[src/rtl/video_timing_gen.sv]
// Raster timing generator: pixel/line counters driving registered
// sync, data-enable, cell coordinates and frame/blink outputs.
module video_timing_gen #(
  parameter int FRAME_WIDTH   = 2200,
  parameter int FRAME_HEIGHT  = 1125,
  parameter int ACTIVE_WIDTH  = 1920,
  parameter int ACTIVE_HEIGHT = 1080,
  parameter int H_PORCH       = 88,
  parameter int H_SYNC        = 44,
  parameter int V_PORCH       = 4,
  parameter int V_SYNC        = 5,
  parameter bit HS_POL        = 1'b1,
  parameter bit VS_POL        = 1'b1,
  parameter int CELL_W_LOG2   = 3,
  parameter int CELL_H_LOG2   = 3,
  parameter int BLINK_BIT     = 5
) (
  input  logic                    i_pclk,
  input  logic                    i_rst_n,
  input  logic                    i_en,
  output logic [11:0]             o_px,
  output logic [11:0]             o_py,
  output logic [11-CELL_W_LOG2:0] o_bx,
  output logic [11-CELL_H_LOG2:0] o_by,
  output logic [CELL_W_LOG2-1:0]  o_cx,
  output logic [CELL_H_LOG2-1:0]  o_cy,
  output logic                    o_hs,
  output logic                    o_vs,
  output logic                    o_de,
  output logic                    o_sol,
  output logic                    o_sof,
  output logic                    o_offscreen,
  output logic [7:0]              o_frame,
  output logic                    o_blink
);

  if (ACTIVE_WIDTH + H_PORCH + H_SYNC > FRAME_WIDTH) begin : g_bad_h
    $error("horizontal timing exceeds FRAME_WIDTH");
  end
  if (ACTIVE_HEIGHT + V_PORCH + V_SYNC > FRAME_HEIGHT) begin : g_bad_v
    $error("vertical timing exceeds FRAME_HEIGHT");
  end
  if (FRAME_WIDTH > 4096 || FRAME_HEIGHT > 4096) begin : g_bad_sz
    $error("frame dimensions exceed 12-bit counters");
  end
  if (BLINK_BIT > 7) begin : g_bad_blink
    $error("BLINK_BIT out of frame counter range");
  end

  // 13-bit constants so a 4096-wide frame does not alias to zero
  localparam logic [12:0] XMAX  = 13'(FRAME_WIDTH - 1);
  localparam logic [12:0] YMAX  = 13'(FRAME_HEIGHT - 1);
  localparam logic [12:0] AW    = 13'(ACTIVE_WIDTH);
  localparam logic [12:0] AH    = 13'(ACTIVE_HEIGHT);
  localparam logic [12:0] HS_B  = 13'(ACTIVE_WIDTH + H_PORCH);
  localparam logic [12:0] HS_E  = 13'(ACTIVE_WIDTH + H_PORCH + H_SYNC);
  localparam logic [12:0] VS_B  = 13'(ACTIVE_HEIGHT + V_PORCH);
  localparam logic [12:0] VS_E  = 13'(ACTIVE_HEIGHT + V_PORCH + V_SYNC);

  logic [11:0] x_q, x_d, y_q, y_d;
  logic [7:0]  frame_q, frame_d;
  logic [12:0] xe, ye;
  logic        x_wrap, y_wrap;
  logic        hs_act, vs_act, de_d;

  logic [11:0]             px_q, py_q;
  logic [11-CELL_W_LOG2:0] bx_q;
  logic [11-CELL_H_LOG2:0] by_q;
  logic [CELL_W_LOG2-1:0]  cx_q;
  logic [CELL_H_LOG2-1:0]  cy_q;
  logic hs_q, vs_q, de_q, sol_q, sof_q, off_q;

  always_comb begin
    xe      = {1'b0, x_q};
    ye      = {1'b0, y_q};
    x_wrap  = (xe == XMAX);
    y_wrap  = (ye == YMAX);
    x_d     = x_wrap ? '0 : x_q + 12'd1;
    y_d     = y_q;
    if (x_wrap) y_d = y_wrap ? '0 : y_q + 12'd1;
    frame_d = (x_wrap && y_wrap) ? frame_q + 8'd1 : frame_q;
    hs_act  = (xe >= HS_B) && (xe < HS_E);
    vs_act  = (ye >= VS_B) && (ye < VS_E);
    de_d    = (xe < AW) && (ye < AH);
  end

  always_ff @(posedge i_pclk or negedge i_rst_n) begin
    if (!i_rst_n) begin
      x_q     <= '0;
      y_q     <= '0;
      frame_q <= '0;
      px_q    <= '0;
      py_q    <= '0;
      bx_q    <= '0;
      by_q    <= '0;
      cx_q    <= '0;
      cy_q    <= '0;
      hs_q    <= ~HS_POL;
      vs_q    <= ~VS_POL;
      de_q    <= 1'b0;
      sol_q   <= 1'b0;
      sof_q   <= 1'b0;
      off_q   <= 1'b0;
    end else if (i_en) begin
      x_q     <= x_d;
      y_q     <= y_d;
      frame_q <= frame_d;
      px_q    <= x_q;
      py_q    <= y_q;
      bx_q    <= x_q[11:CELL_W_LOG2];
      by_q    <= y_q[11:CELL_H_LOG2];
      cx_q    <= x_q[CELL_W_LOG2-1:0];
      cy_q    <= y_q[CELL_H_LOG2-1:0];
      hs_q    <= hs_act ? HS_POL : ~HS_POL;
      vs_q    <= vs_act ? VS_POL : ~VS_POL;
      de_q    <= de_d;
      sol_q   <= (x_q == 12'd0);
      sof_q   <= (x_q == 12'd0) && (y_q == 12'd0);
      off_q   <= (ye >= AH);
    end
  end

  assign o_px        = px_q;
  assign o_py        = py_q;
  assign o_bx        = bx_q;
  assign o_by        = by_q;
  assign o_cx        = cx_q;
  assign o_cy        = cy_q;
  assign o_hs        = hs_q;
  assign o_vs        = vs_q;
  assign o_de        = de_q;
  assign o_sol       = sol_q;
  assign o_sof       = sof_q;
  assign o_offscreen = off_q;
  assign o_frame     = frame_q;
  assign o_blink     = frame_q[BLINK_BIT];

endmodule

[config.mk]
export PLATFORM = sky130hd
export DESIGN_NAME = video_timing_gen
export DESIGN_NICKNAME = d
export VERILOG_FILES = /design/src/rtl/video_timing_gen.sv
export SDC_FILE = /design/constraint.sdc
export NUM_CORES = 1
export LEC_CHECK = 0
export ABC_AREA = 0
export CAP_MARGIN = 20
export CORE_ASPECT_RATIO = 0.6
export CORE_MARGIN = 2
export CORE_UTILIZATION = 45
export CTS_CLUSTER_SIZE = 16
export DETAILED_ROUTE_END_ITERATION = 6
export PLACE_DENSITY = 0.75
export SETUP_SLACK_MARGIN = 0.4
export SKIP_LAST_GASP = 1
export SYNTH_ARGS = -nofsm -noshare
export SYNTH_HDL_FRONTEND = slang
export SYNTH_SLANG_ARGS = --single-unit
[constraint.sdc]
create_clock -name i_pclk -period 1.5 [get_ports i_pclk]
set_input_delay 0.45 -clock i_pclk [delete_from_list [all_inputs] [get_ports i_pclk]]
set_output_delay 0.45 -clock i_pclk [all_outputs]
set_load 0.005 [all_outputs]
==> impl_metrics.env, run 1 <==
export IMPL_status="finished, violations left"
export IMPL_violations="setup timing"
export IMPL_total_power_w=0.00545
export IMPL_clk_pin_slew_ps=60
export IMPL_synth_ff_type="dfrtp_1"
export IMPL_grt_pass1_wl_um=13700
export IMPL_cts_sinks=62
export IMPL_grt_max_degree=63
export IMPL_initial_utilization=0.465
export IMPL_pin_count=66
export IMPL_worst_setup_path_end_kind="flop"
export IMPL_design_area_mm2=0.00526
export IMPL_max_slew_margin=0.768
export IMPL_drt_antenna_violating_nets=0
export IMPL_critPathRequiredTime_ps=1720
export IMPL_seq_area_frac_synth=0.497
export IMPL_final_period_utilization=1.14
export IMPL_fin_crit_ps=1720
export IMPL_async_reset_ff_frac=1.00
export IMPL_globalRouteTotalUtil=0.234
export IMPL_vdd_drop_max_uv=794
export IMPL_wl_per_cell_um=18.2
export IMPL_drtPass1Iterations=4
export IMPL_p_leak_nw=2.69
export IMPL_grt_setup_unrepaired="yes"
export IMPL_die_w_um=112
export IMPL_portBuffers=65
export IMPL_syn2layout_area_growth_pct=68.7
export IMPL_worst_pin_slew_ps=348
export IMPL_finalSetupTns_ps=-3260
export IMPL_grt_overflow=0
export IMPL_drtIter0Drc=159
export IMPL_rows=23
export IMPL_synth_distinct_cells=40
export IMPL_viasPerCell=5.30
export IMPL_r2r_end="o_frame[1]"
export IMPL_skew_ps=5.98
export IMPL_hpwl_um=5250
export IMPL_power_density_mw_per_mm2=1040
export IMPL_vias=2842
export IMPL_ys_seq_elements=62
export IMPL_hold_path_class="in -> async"
export IMPL_crit_type="reg -> reg"
export IMPL_cts_root_buf="clkbuf_16"
export IMPL_syn_area_mm2=0.00312
export IMPL_cts_htree_levels=3
export IMPL_cts_buffer_depth=2
export IMPL_diodes=0
export IMPL_ff2ff_setup_slack_ps=-220
export IMPL_syn_avg_cell_area_um2=11.2
export IMPL_finalSetupViolations=34
export IMPL_cts_tree="built"
export IMPL_clkLatencyLatePin_ps=340
export IMPL_reg2reg_depth=5
export IMPL_crit_path_max_fanout=8
export IMPL_die_h_um=68.5
export IMPL_start_kind="flop"
export IMPL_fin_nets=452
export IMPL_first_global_vias=2697
export IMPL_post_dp_cell_area_mm2=0.00410
export IMPL_antenna_found_initial=0
export IMPL_slew_violations=0
export IMPL_cts_buffers_inserted=9
export IMPL_hold_viol_final=0
export IMPL_timing_rr_start="x_q[9]"
export IMPL_drive_above_1_share=0.644
export IMPL_fmax_mhz=583
export IMPL_cts_hold_buf=0
export IMPL_routed_wl_um=9740
export IMPL_drc=0
export IMPL_gp_congestion=0.914
export IMPL_cap_violations=0
export IMPL_synth_edf_count=0
export IMPL_synth_nets=286
export IMPL_cp_arrival_ps=1940
export IMPL_setup_slack_ps=-215
export IMPL_syn_inst=278
export IMPL_die_area_mm2=0.00764
export IMPL_ys_warn_count=0
export IMPL_core_area_mm2=0.00671
==> logic make-up after synthesis <==
family / count (synthesis) / synth area share
xor gates and xnor gates: 21 / 0.0589
buffers and inverters: 50 / 0.0982
muxes: 25 / 0.0902
adders and majority gates: 5 / 0.0200
AOI/OAI and AO/OA: 28 / 0.0513
and+or+nand+nor: 87 / 0.184
DFF: 62 / 0.497
==> flip-flops by register name (all words and copies together) (netlist names), 8 cells and up <==
name / cells
o_frame: 8
o_px: 12
o_py: 12
x_q: 12
y_q: 12
==> timing repair <==
action | 4_1_cts | 5_1_grt
endpoints found under the setup margin | 125 | 103
gates resized for setup | 308 | 71
pin swaps | 38 | 18
cloned | 2 | 0
setup buffers | 56 | 19
==> Yosys cell counts (2+ instances only) <==
cell type	n	area [µm²]
mux2_2	25	282
o22ai_1	2	12.5
or3_1	3	18.8
xor2_1	13	114
clkbuf_1	2	7.51
nand3_1	9	45.0
nor4_2	2	25.0
nor2_1	16	60.1
inv_1	11	41.3
nand4b_1	2	17.5
dfrtp_1	62	1550
and4_2	3	30.0
buf_2	5	25.0
nand4_1	9	56.3
buf_1	3	11.3
a31oi_1	2	12.5
ha_1	5	62.6
nor3_1	3	15.0
nor4_4	3	63.8
buf_4	28	210
a21oi_1	9	45.0
nor2b_1	2	12.5
nor3b_1	2	15.0
o21ai_0	11	55.1
and3_1	5	31.3
nor4b_4	2	47.6
or2_2	2	12.5
nor4_1	4	25.0
nand2_1	15	56.3
xnor2_1	8	70.1
==> cell type report <==
cell class | instances | area, µm²
timing repair buffer | 193 | 1720
multi-input combinational | 167 | 1540
clock buffer | 10 | 239
clock inverter | 6 | 70.1
tap | 87 | 109
sequential | 62 | 1550
inverter | 11 | 41.3
fill | 396 | 1440
==> worst max path at each step <==
| stage | endpoint | slack [ps] | from |
|---|---|---|---|
| 6_report | o_frame[1] | -220 | x_q[9] |
| 3_5_place_dp | y_q[2] | -570 | i_en |
| 2_1_floorplan | o_frame[7] | -90 | x_q[9] |
| 5_1_grt | o_frame[4] | -300 | y_q[0] |
| 3_3_place_gp | y_q[2] | -550 | i_en |
| 4_1_cts | o_frame[1] | -210 | x_q[5] |
==> metrics by stage <==
step,worst slack (ps),hold slack [ps],util,instances
2_1_floorplan,-92.4,154,-,278
3_3_place_gp,-550,467,0.611,443
3_5_place_dp,-574,470,0.611,443
4_1_cts,-211,142,0.733,517
5_1_grt,-305,158,0.785,536
6_report,-215,123,0.785,536
==> critical path, cell delays in order (launching register included) <==
cell and delay (ps):
dfrtp_1 410, nor4_4 350, nand4_2 170, buf_12 180
nor2_2 140, mux2_2 350
==> metal layers <==
| layer | track usage | share of wire | vias to the layer above |
|---|---|---|---|
| met5 | 0 | 0 | - |
| met4 | 0.0679 | 0.020 | 0 |
| met3 | 0.0638 | 0.051 | 20 |
| met2 | 0.385 | 0.50 | 108 |
| met1 | 0.312 | 0.43 | 1432 |
| li1 | - | - | 1282 |
==> where the power goes <==
| part | switching [W] | internal (W) | leakage [nW] |
|---|---|---|---|
| combinational | 0.000602 | 0.000757 | 1.76 |
| sequential | 0.000120 | 0.00183 | 0.793 |
| clock | 0.000806 | 0.00134 | 0.141 |
| total | 0.00153 | 0.00392 | 2.69 |
==> layout by cell type, fill, tap and decap left out, drive strengths merged, types with 2 or more instances in the layout <==
master    instances
nand3             9
nand2            15
a21oi             9
inv              12
nor2b             2
nor3b             2
ha                5
dfrtp            62
and3              6
xnor2             8
buf             184
o21ai            11
or3               3
or2               2
nor3              3
nor4              9
clkbuf           18
mux2             25
and4              5
nor2             16
nand4            10
nor4b             2
clkinvlp          3
nand4b            2
a31oi             2
o22ai             2
xor2             13
Note: power is estimated with default switching activity, not from simulation.
==> inputs of run 2 (changes only) <==
ABC_CLOCK_PERIOD_IN_PS = 1500   (was unset)
==> results of run 2 <==
Final layout, timing and power as in run 1 (identical DEF).
==> inputs of run 3 (changes only) <==
--- a/config.mk
+++ b/config.mk
@@ -16,4 +16,5 @@
 export PLACE_DENSITY = 0.75
 export SETUP_SLACK_MARGIN = 0.4
+export SKIP_CTS_REPAIR_TIMING = 1
 export SKIP_LAST_GASP = 1
 export SYNTH_ARGS = -nofsm -noshare
==> constraint.sdc (replaced) <==
create_clock -name i_pclk -period 1.5 [get_ports i_pclk]
set_input_delay 0.45 -clock i_pclk [delete_from_list [all_inputs] [get_ports i_pclk]]
set_output_delay 0.45 -clock i_pclk [all_outputs]
set_load 0.01 [all_outputs]
==> run 3 against run 2 <==
Net effect: largest cell class is now sequential cells; first-iteration DRC count down 28%; register-to-register slack about the same; the run still ends with setup timing left; fmax down 0.67%; worst hold slack worse by 27 ps; critical endpoint is now o_frame[3]; critical path type unchanged.
==> impl_metrics.env, run 3 (synthesis results as in run 1) <==
export IMPL_final_period_utilization=1.15
export IMPL_drtIter0Drc=114
export IMPL_crit_chain="inv_2, ha_1, nor4b_4, nand3_4, buf_6, nor4_4, xor2_1"
export IMPL_cp_arrival_ps=1970
export IMPL_hold_path_class="in -> async"
export IMPL_cts_sinks=62
export IMPL_worst_setup_path_end_kind="flop"
export IMPL_syn2layout_area_growth_pct=46.9
export IMPL_fin_nets=400
export IMPL_ff2ff_setup_slack_ps=-230
export IMPL_crit_path_max_fanout=3
export IMPL_die_area_mm2=0.00764
export IMPL_drtPass1Iterations=4
export IMPL_cts_tree="built"
export IMPL_clkLatencyLatePin_ps=330
export IMPL_timing_rr_start="y_q[1]"
export IMPL_start_kind="flop"
export IMPL_setup_slack_ps=-227
export IMPL_drive_above_1_share=0.582
export IMPL_worst_pin_slew_ps=363
export IMPL_power_density_mw_per_mm2=1170
export IMPL_vias=2543
export IMPL_critPathBufInv=2
export IMPL_antenna_found_initial=0
export IMPL_first_global_vias=2279
export IMPL_slew_violations=0
export IMPL_critPathRequiredTime_ps=1740
export IMPL_portBuffers=65
export IMPL_routed_wl_um=8730
export IMPL_drt_antenna_violating_nets=0
export IMPL_violations="setup timing"
export IMPL_cap_violations=0
export IMPL_critPathMaxStageDelay_ps=390
export IMPL_die_h_um=68.5
export IMPL_initial_utilization=0.465
export IMPL_p_leak_nw=2.40
export IMPL_grt_overflow=0
export IMPL_hold_viol_final=0
export IMPL_rows=23
export IMPL_skew_ps=6.95
export IMPL_startpoint="y_q[1]"
export IMPL_fin_util=0.684
export IMPL_diodes=0
export IMPL_status="finished, violations left"
export IMPL_globalRouteTotalUtil=0.198
export IMPL_fmax_mhz=579
export IMPL_finalSetupTns_ps=-3480
export IMPL_hpwl_um=5130
export IMPL_core_area_mm2=0.00671
export IMPL_die_w_um=112
export IMPL_cp_top_family="simple AND/OR/NAND/NOR gates"
export IMPL_fin_crit_ps=1730
export IMPL_crit_slowest_cell="dfrtp_1"
export IMPL_pin_count=66
export IMPL_cts_buffers_inserted=9
export IMPL_crit_type="reg -> reg"
export IMPL_final_cell_mix="dfrtp_1, clkbuf_2, buf_4"
export IMPL_cts_root_buf="clkbuf_16"
export IMPL_clk_pin_slew_ps=50
export IMPL_drc=0
export IMPL_gp_congestion=0.842
export IMPL_grt_pass1_wl_um=11600
export IMPL_viasPerCell=5.25
export IMPL_max_slew_margin=0.758
export IMPL_cts_htree_levels=3
export IMPL_fill_cells=507
export IMPL_cts_buffer_depth=2
export IMPL_wl_per_cell_um=18.0
export IMPL_layout_commonest_cell="dfrtp_1"
export IMPL_grt_setup_unrepaired="yes"
export IMPL_finalSetupViolations=32
export IMPL_vdd_drop_max_uv=792
export IMPL_grt_max_degree=63
[run 3: cell types whose count changed in the layout (fill, tap and decap cells not counted), moves of 3 or more]
cell,previous run,this run
dlymetal6s2s_1,0,3
buf_6,79,18
clkinvlp_4,3,0
buf_2,36,3
clkbuf_2,8,57
buf_4,64,56
[run 3: path summary, 6_finish.rpt]
| kind | endpoint | cells after the start |
|---|---|---|
| min | o_frame[7] | 2 |
| max reg2reg | o_frame[3] | 7 |
| max in group asynchronous | y_q[6] | 2 |
| max | o_frame[3] | 7 |
| min reg2reg | o_sol | 2 |
| min in group i_pclk | o_sol | 2 |
[run 3: power breakdown]
group	switching [W]	leakage, nW	internal (W)	total (W)
Clock	0.000726	0.157	0.00149	0.00222
Combinational	0.000609	1.45	0.000595	0.00120
Sequential	0.000121	0.791	0.00183	0.00195
[run 3: cell type report]
type	instances	area, µm²	area share
sequential	62	1550	0.339
multi-input combinational	167	1530	0.334
timing repair buffer	141	1040	0.226
clock buffer	12	246	0.0538
tap	87	109	0.0237
clock inverter	4	70.1	0.0153
inverter	11	41.3	0.00901
[run 3: stage by stage]
stage / hold slack [ps] / power [W] / cell area, µm² / setup WS (ps) / instances
after floorplan: 154 / 0.00252 / 3220 / -92.4 / 278
after global placement: 470 / 0.00297 / 4130 / -546 / 447
after detailed placement: 469 / 0.00300 / 4130 / -584 / 447
after CTS: 144 / 0.00522 / 4450 / -254 / 463
after global routing: 158 / 0.00559 / 4580 / -289 / 484
final: 96.0 / 0.00537 / 4580 / -227 / 484
[run 3: metal layers]
metal  global-route usage  share of wire  vias up
met5                    0              0        -
met4               0.0448         0.0094        0
met3               0.0621          0.047       10
met2                0.325           0.51       95
met1                0.264           0.44     1268
li1                     -              -     1170
